**src/rtl/lcd_write_engine.sv**
```systemverilog
// lcd_write_engine: accepts {RS, byte} words over a busy/data-ready handshake
// and writes them to an HD44780-style LCD in 8-bit write-only mode, with the
// power-up wait, setup, enable pulse, hold and execution delay the bus needs.
module lcd_write_engine #(
    parameter int unsigned POWERUP_CYCLES    = 750000,
    parameter int unsigned SETUP_CYCLES      = 2,
    parameter int unsigned E_PULSE_CYCLES    = 12,
    parameter int unsigned HOLD_CYCLES       = 2,
    parameter int unsigned EXEC_SHORT_CYCLES = 2000,
    parameter int unsigned EXEC_LONG_CYCLES  = 82000,
    parameter int unsigned CNT_WIDTH         = 20
) (
    input  logic       clock,
    input  logic       internal_reset,
    input  logic       data_ready,
    input  logic [8:0] data_in,
    output logic       lcd_busy,
    output logic       lcd_rs,
    output logic       lcd_rw,
    output logic       lcd_e,
    output logic [7:0] lcd_data
);

    // Terminal counts: a timed state leaves on the edge where count == N-1.
    localparam logic [CNT_WIDTH-1:0] POWERUP_LAST = CNT_WIDTH'(POWERUP_CYCLES - 1);
    localparam logic [CNT_WIDTH-1:0] SETUP_LAST   = CNT_WIDTH'(SETUP_CYCLES - 1);
    localparam logic [CNT_WIDTH-1:0] E_LAST       = CNT_WIDTH'(E_PULSE_CYCLES - 1);
    localparam logic [CNT_WIDTH-1:0] HOLD_LAST    = CNT_WIDTH'(HOLD_CYCLES - 1);
    localparam logic [CNT_WIDTH-1:0] SHORT_LAST   = CNT_WIDTH'(EXEC_SHORT_CYCLES - 1);
    localparam logic [CNT_WIDTH-1:0] LONG_LAST    = CNT_WIDTH'(EXEC_LONG_CYCLES - 1);

    typedef enum logic [2:0] {
        POWERUP,
        IDLE,
        SETUP,
        E_HIGH,
        HOLD,
        EXEC
    } state_t;

    state_t               state;
    state_t               state_next;
    logic [CNT_WIDTH-1:0] count;
    logic [CNT_WIDTH-1:0] exec_last;
    logic                 is_long;
    logic                 accept;

    // Clear (0x01) and return-home (0x02/0x03) need the long execution wait.
    assign is_long   = ~lcd_rs && (lcd_data[7:2] == 6'd0) && (lcd_data[1:0] != 2'd0);
    assign exec_last = is_long ? LONG_LAST : SHORT_LAST;
    assign accept    = (state == IDLE) && data_ready;
    assign lcd_rw    = 1'b0;

    // State register; reset restarts the power-up wait from any state.
    always_ff @(posedge clock) begin
        if (internal_reset) begin
            state <= POWERUP;
        end else begin
            state <= state_next;
        end
    end

    // Delay counter: zero on every state entry, held at zero while idle.
    always_ff @(posedge clock) begin
        if (internal_reset) begin
            count <= '0;
        end else if ((state_next != state) || (state == IDLE)) begin
            count <= '0;
        end else begin
            count <= count + CNT_WIDTH'(1);
        end
    end

    // RS and data are captured only on the accept edge and held otherwise.
    always_ff @(posedge clock) begin
        if (internal_reset) begin
            lcd_rs   <= 1'b0;
            lcd_data <= 8'h00;
        end else if (accept) begin
            lcd_rs   <= data_in[8];
            lcd_data <= data_in[7:0];
        end
    end

    // Next-state logic plus the state-decoded busy and enable outputs.
    always_comb begin
        state_next = state;
        lcd_busy   = 1'b1;
        lcd_e      = 1'b0;
        case (state)
            POWERUP: begin
                if (count == POWERUP_LAST) state_next = IDLE;
            end
            IDLE: begin
                lcd_busy = 1'b0;
                if (data_ready) state_next = SETUP;
            end
            SETUP: begin
                if (count == SETUP_LAST) state_next = E_HIGH;
            end
            E_HIGH: begin
                lcd_e = 1'b1;
                if (count == E_LAST) state_next = HOLD;
            end
            HOLD: begin
                if (count == HOLD_LAST) state_next = EXEC;
            end
            EXEC: begin
                if (count == exec_last) state_next = IDLE;
            end
            default: begin
                state_next = POWERUP;
            end
        endcase
    end

endmodule

```
**config.mk**
```make
export PLATFORM = sky130hd
export DESIGN_NAME = lcd_write_engine
export DESIGN_NICKNAME = d
export VERILOG_FILES = /design/src/rtl/lcd_write_engine.sv
export SDC_FILE = /design/constraint.sdc
export NUM_CORES = 1
export LEC_CHECK = 0
export CAP_MARGIN = 20
export CELL_PAD_IN_SITES_DETAIL_PLACEMENT = 1
export CELL_PAD_IN_SITES_GLOBAL_PLACEMENT = 1
export CORE_AREA = 2 2 68 70
export CTS_CLUSTER_DIAMETER = 50
export DETAILED_ROUTE_END_ITERATION = 10
export DIE_AREA = 0 0 70 72
export GPL_TIMING_DRIVEN = 0
export PLACE_DENSITY_LB_ADDON = 0.12
export SLEW_MARGIN = 20
export SYNTH_ARGS = -nofsm -noshare
export SYNTH_HDL_FRONTEND = slang
export SYNTH_SLANG_ARGS = --single-unit
```
**constraint.sdc**
```tcl
create_clock -name clock -period 1.9 [get_ports clock]
set_input_delay 0.38 -clock clock [delete_from_list [all_inputs] [get_ports clock]]
set_output_delay 0.38 -clock clock [all_outputs]
set_load 0.01 [all_outputs]
```
==> After elaboration in Yosys (flattened, before gate mapping) <==
Index checks and enable logic that the tools add are counted.
{ "classes": {"muxes": 10, "addsub": 1, "n_bitwise": 1, "div": 0, "magnitude_cmp": 0, "eq_ne": 10, "shift": 0, "n_reduce_logical": 8, "mul": 0} }
{ "op_table": {"columns": ["operator", "n"], "rows": [
  ["$add 20x1->20 const B", 1],
  ["$eq 20x1->1 const B", 1],
  ["$eq 20x17->1", 1],
  ["$eq 20x20->1 const B", 1],
  ["$eq 20x4->1 const B", 1],
  ["$mux 3", 6],
  ["$pmux 3 s6", 1],
  ["$mux 17", 1],
  ["$eq 3x2->1 const B", 2],
  ["$eq 3x3->1 const B", 2],
  ["$logic_not 6->1", 1],
  ["$eq 3x1->1 const B", 1],
  ["$logic_and 1x1->1", 3],
  ["$logic_not 3->1", 1],
  ["$ne 3x3->1", 1],
  ["$mux 1", 2],
  ["$reduce_bool 2->1", 1],
  ["$reduce_or 2->1", 1],
  ["$logic_or 1x1->1", 1],
  ["$not 1->1", 1]
]} }
{ "totals": {"out_inout_bits": 12, "mem_bits_ro": 0, "ram_bits": 0, "input_bits": 12, "latchBits": 0, "memories": 0, "word_cells": 34, "register_bits": 32} }

==> Logic depth before layout (Yosys ltp) <==
{ "depth": {"ltp_word": 10, "ltp_mapped": 8, "ltp_nobuf": 7} }

==> Least setup slack after synthesis <==
No wires, ideal clock.
{ "synth_path": {"path_kind": "register -> register", "start": "reg count[9]", "end": "reg count[10]", "path_stages_with_launch": 7, "period_less_slack_ps": 1675, "setup_time_ps": 115, "path_slack_ps": 225, "arrival_time_ps": 1561, "n_path_buf": 1, "t_required_ps": 1785, "cell_sequence": "dfxtp_1 -> or4_4 -> nor3_4 -> a21oi_1 -> o221ai_2 -> buf_6 -> nor2_1"} }
{ "synth_between": {"elab_chain_len": 6, "elab_cells_between_ends": 14, "cone_classes": "add/sub (1); eq/ne (5); mux (6); reduce/logical (2)"} }
{ "synth_rtl": {"columns": ["element", "line_no", "rtl"], "rows": [
  ["from (decl)", "43", "logic [CNT_WIDTH-1:0] count;"],
  ["from (signal assigned)", "70", "count <= count + CNT_WIDTH'(1);"],
  ["$eq 20x17->1, or another cell as far along", "109", "if (count == exec_last) state_next = IDLE;"],
  ["$mux 3, on equally long branches", null, null],
  ["$pmux 3 s6", "90", "case (state)"],
  ["$ne 3x3->1", "67", "end else if ((state_next != state) || (state == IDLE)) begin"],
  ["$logic_or 1x1->1", "67", null],
  ["$reduce_or 2->1 (no source line)", null, null]
]} }
Parallel ways exist; a longest one is shown, timed or not.
A chain may end at the register's enable or synchronous reset.

==> Worst setup path after layout <==
{ "layout_path": {"start": "reg count[15]", "end": "reg count[14]"} }
{ "layout_between": {"elab_chain_len": 6, "elab_cells_between_ends": 13, "cone_classes": "eq/ne (5); mux (6); reduce/logical (2)"} }
{ "layout_rtl": {"columns": ["element", "line_no"], "rows": [
  ["$eq 20x17->1, or another cell as far along", "109"],
  ["$mux 3, on equally long branches", null],
  ["$pmux 3 s6 (*)", "90"],
  ["$ne 3x3->1 (*)", "67"],
  ["$logic_or 1x1->1 (*)", "67"],
  ["$reduce_or 2->1 (no source line) (*)", null]
]} }
Every way passes the cells marked *; elsewhere a longest branch is shown, timed or not.

==> results <==
==> per-layer routing <==
metal	vias up	wire length, um	track usage
li1	739	-	-
met2	29	2346	0.3471
met1	740	1839	0.1926
met3	5	194	0.04583
met5	-	0	0
met4	0	40	0.04487
==> worst min path at each step <==
stage / to / cells past startpoint / slack, ns
6_report: count[0] / 1 / 0.48
3_3_place_gp: lcd_data[2] / 2 / 0.46
2_1_floorplan: count[0] / 1 / 0.44
5_1_grt: lcd_data[6] / 2 / 0.51
4_1_cts: lcd_data[7] / 2 / 0.48
3_5_place_dp: count[0] / 1 / 0.47
==> area by class of cell <==
cell class / count / area (um2) / area share
Tap cell: 52 / 65.06 / 0.03050
Clock inverter: 1 / 7.507 / 0.003519
Multi-Input combinational cell: 148 / 963.4 / 0.4516
Inverter: 6 / 22.52 / 0.01056
Timing Repair Buffer: 26 / 264.0 / 0.1238
Buffer: 10 / 77.57 / 0.03636
Clock buffer: 7 / 86.33 / 0.04047
Sequential cell: 32 / 646.9 / 0.3032
==> where the power goes <==
| group | leakage, nW | internal (mW) | total [mW] | switching [mW] |
|---|---|---|---|---|
| Combinational | 0.459 | 0.0454 | 0.0791 | 0.0337 |
| Clock | 0.0445 | 0.294 | 0.541 | 0.247 |
| Sequential | 0.260 | 0.677 | 0.686 | 0.00900 |
==> cells in the final DEF (no fill, tap or decap), types with 7 or more instances in the layout <==
cell	netlist	layout
xnor2_1	9	9
nor2_1	31	30
nand2_1	25	25
nand3_1	9	9
clkbuf_8	1	7
dfxtp_1	32	27
clkdlybuf4s50_1	0	21
xor2_1	9	9
nand4_1	7	7
a21oi_1	13	12
==> repair_timing <==
action | in CTS | in global routing
setup buffers | 0 | 2
hold buffers | 0 | 0
gates resized for setup | 0 | 18
endpoints found under the setup margin | 0 | 22
==> worst max-delay path: stages, from the launching register on <==
cell and delay (ns):
dfxtp_2 0.34, or4_4 0.58, nor3_4 0.17, a21oi_2 0.10
o221ai_2 0.19, buf_6 0.16, buf_6 0.13, nor2_1 0.05
==> sequential cells by signal, summed over array words and instances, names as in the netlist <==
signal / flops
lcd_rs: 1
state: 3
lcd_data: 8
count: 20
==> per-stage QoR <==
stage	hold slack (ns)	power, mW	setup TNS, ns	std cells
after floorplan	0.4442	0.7306	0	196
after global placement	0.4578	0.7626	0	270
after detailed placement	0.4699	0.7661	0	270
after CTS	0.4831	1.309	0	278
after global routing	0.5055	1.359	-0.08438	282
final	0.4760	1.306	0	282
==> logic make-up after synthesis <==
family	after synthesis	share of synthesized area
buffers and inverters	16	0.06015
muxes	3	0.01955
other	1	0.002253
adders and majority gates	2	0.01504
DFF	32	0.3850
AOI/OAI and AO/OA	24	0.1038
xor gates and xnor gates	18	0.09474
and+or+nand+nor	100	0.3195
==> run summary <==
### Critical path
• nature of the critical path endpoint: flip-flop
• Critical path destination: count[14]
• endpoint required time on the critical path: 2.08 ns
• internal reg-to-reg setup slack: 0.07 ns
• Worst Setup Start Kind: flip-flop
• worst r2r path cells: 7
• start of the worst register-to-register path: count[15]
• worst reg2reg path endpoint: count[14]
• arrival time of data at the critical path endpoint: 2.01 ns
• CP Max Fanout: 5
• Crit. Startpoint: count[15]
• type of the worst setup path: reg2reg

### Route
• detailed router's first-iteration violation count: 31
• post-detailed-route via-to-cell ratio: 5.365
• overall routed net length: 4.420 mm
• number of design rule violations left after detail routing: 0
• overall via count from detail_route: 1513
• DR WL/cell: 15.67 um
• antenna-violating nets left: 0
• Initial DRT Pass Iterations: 4

### Placement
• Final Wtd Congestion: 0.7975
• Post-Place Cell Area: 1949 um2
• final HPWL from detailed placement: 3.276 mm
• worst setup slack before clock tree synthesis: 0.06298 ns
• count of buffers inserted at the top-level ports: 22

### Yosys
• mean area per synthesized cell: 8.490 um2
• number of enable-type register cells in the synthesized netlist: 0
• synthesized flop and latch total: 32
• share of flip-flops with an asynchronous set or reset: 0
• Syn Std Cell Area: 1664 um2
• dominant cells by area after synthesis: dfxtp_1, nor2_1, nand2_1
• net count of the mapped netlist: 210
• area leader, netlist: dfxtp_1
• sequential share of the synthesized area: 0.3850
• Yosys top cell area share: 0.3850
• top cells by count, synth: dfxtp_1, nor2_1, nand2_1, a21oi_1
• Most used DFF post-synth: dfxtp_1
• number of instances in the synthesized netlist: 196
• synth unique cells: 47
• warning count from the yosys run: 0
• most frequently used cell type in the post-synthesis netlist: dfxtp_1

### Floorplan
• Die Area: 5040 um2
• die extent in x: 70 um
• FP Rows: 24
• die outline height: 72 um
• Starting Density: 0.3903
• area of the core: 4264 um2
• number of top-level design ports: 24

### Layout
• Layout Utilization: 0.5003
• final cell area excluding filler cells: 2133 um2
• Antenna Cells: 0
• final-stage net count: 243
• number of fillers in the final layout: 512
• Area Overhead vs Synth: 28.20%
• layout cell share with drive strength beyond 1: 0.1913

### Global routing
• gr usage total: 0.1785
• remaining global-route overflow: 0
• initial antenna violation count: 0
• maximum number of pins on one net before global-route repair: 11
• wire length of the first global-routing pass: 7.224 mm
• vias in the first global route: 1540

### Clocking
• clock edge transition at the registers on the reported setup and hold paths: 0.07 ns
• clock buffers created by TritonCTS: 5
• Sink Count: 32
• level count of the clock H-tree: 2
• clock latency reported for the late side of the worst-skew pair: 0.28 ns
• root buffer selected by CTS: clkbuf_8
• clock tree buffer depth: 2
• clock tree from TritonCTS: yes

### STA
• highest clock rate: 546.4 MHz
• number of endpoints failing setup at the final stage: 0
• final clock skew: 0.004855 ns
• worst setup slack after layout: 0.06986 ns
• Tmin final: 1.830 ns
• Pins Over Slew Limit: 0
• Final Hold Violating Endpoints: 0
• final worst path period share: 0.9632

### Power
• cell area power density: 612.2 nW/um2
• VDD IR-drop max: 0.0003666 V
• Pleak: 0.7644 nW

### Hold path
• hold path startpoint: count[0]
• path class of the lowest-slack min-delay path: reg2reg

### Run status
• result of the run: complete, no violations

### Flow run
• max-capacitance violation count: 0

(Power assumes the default switching activity.)
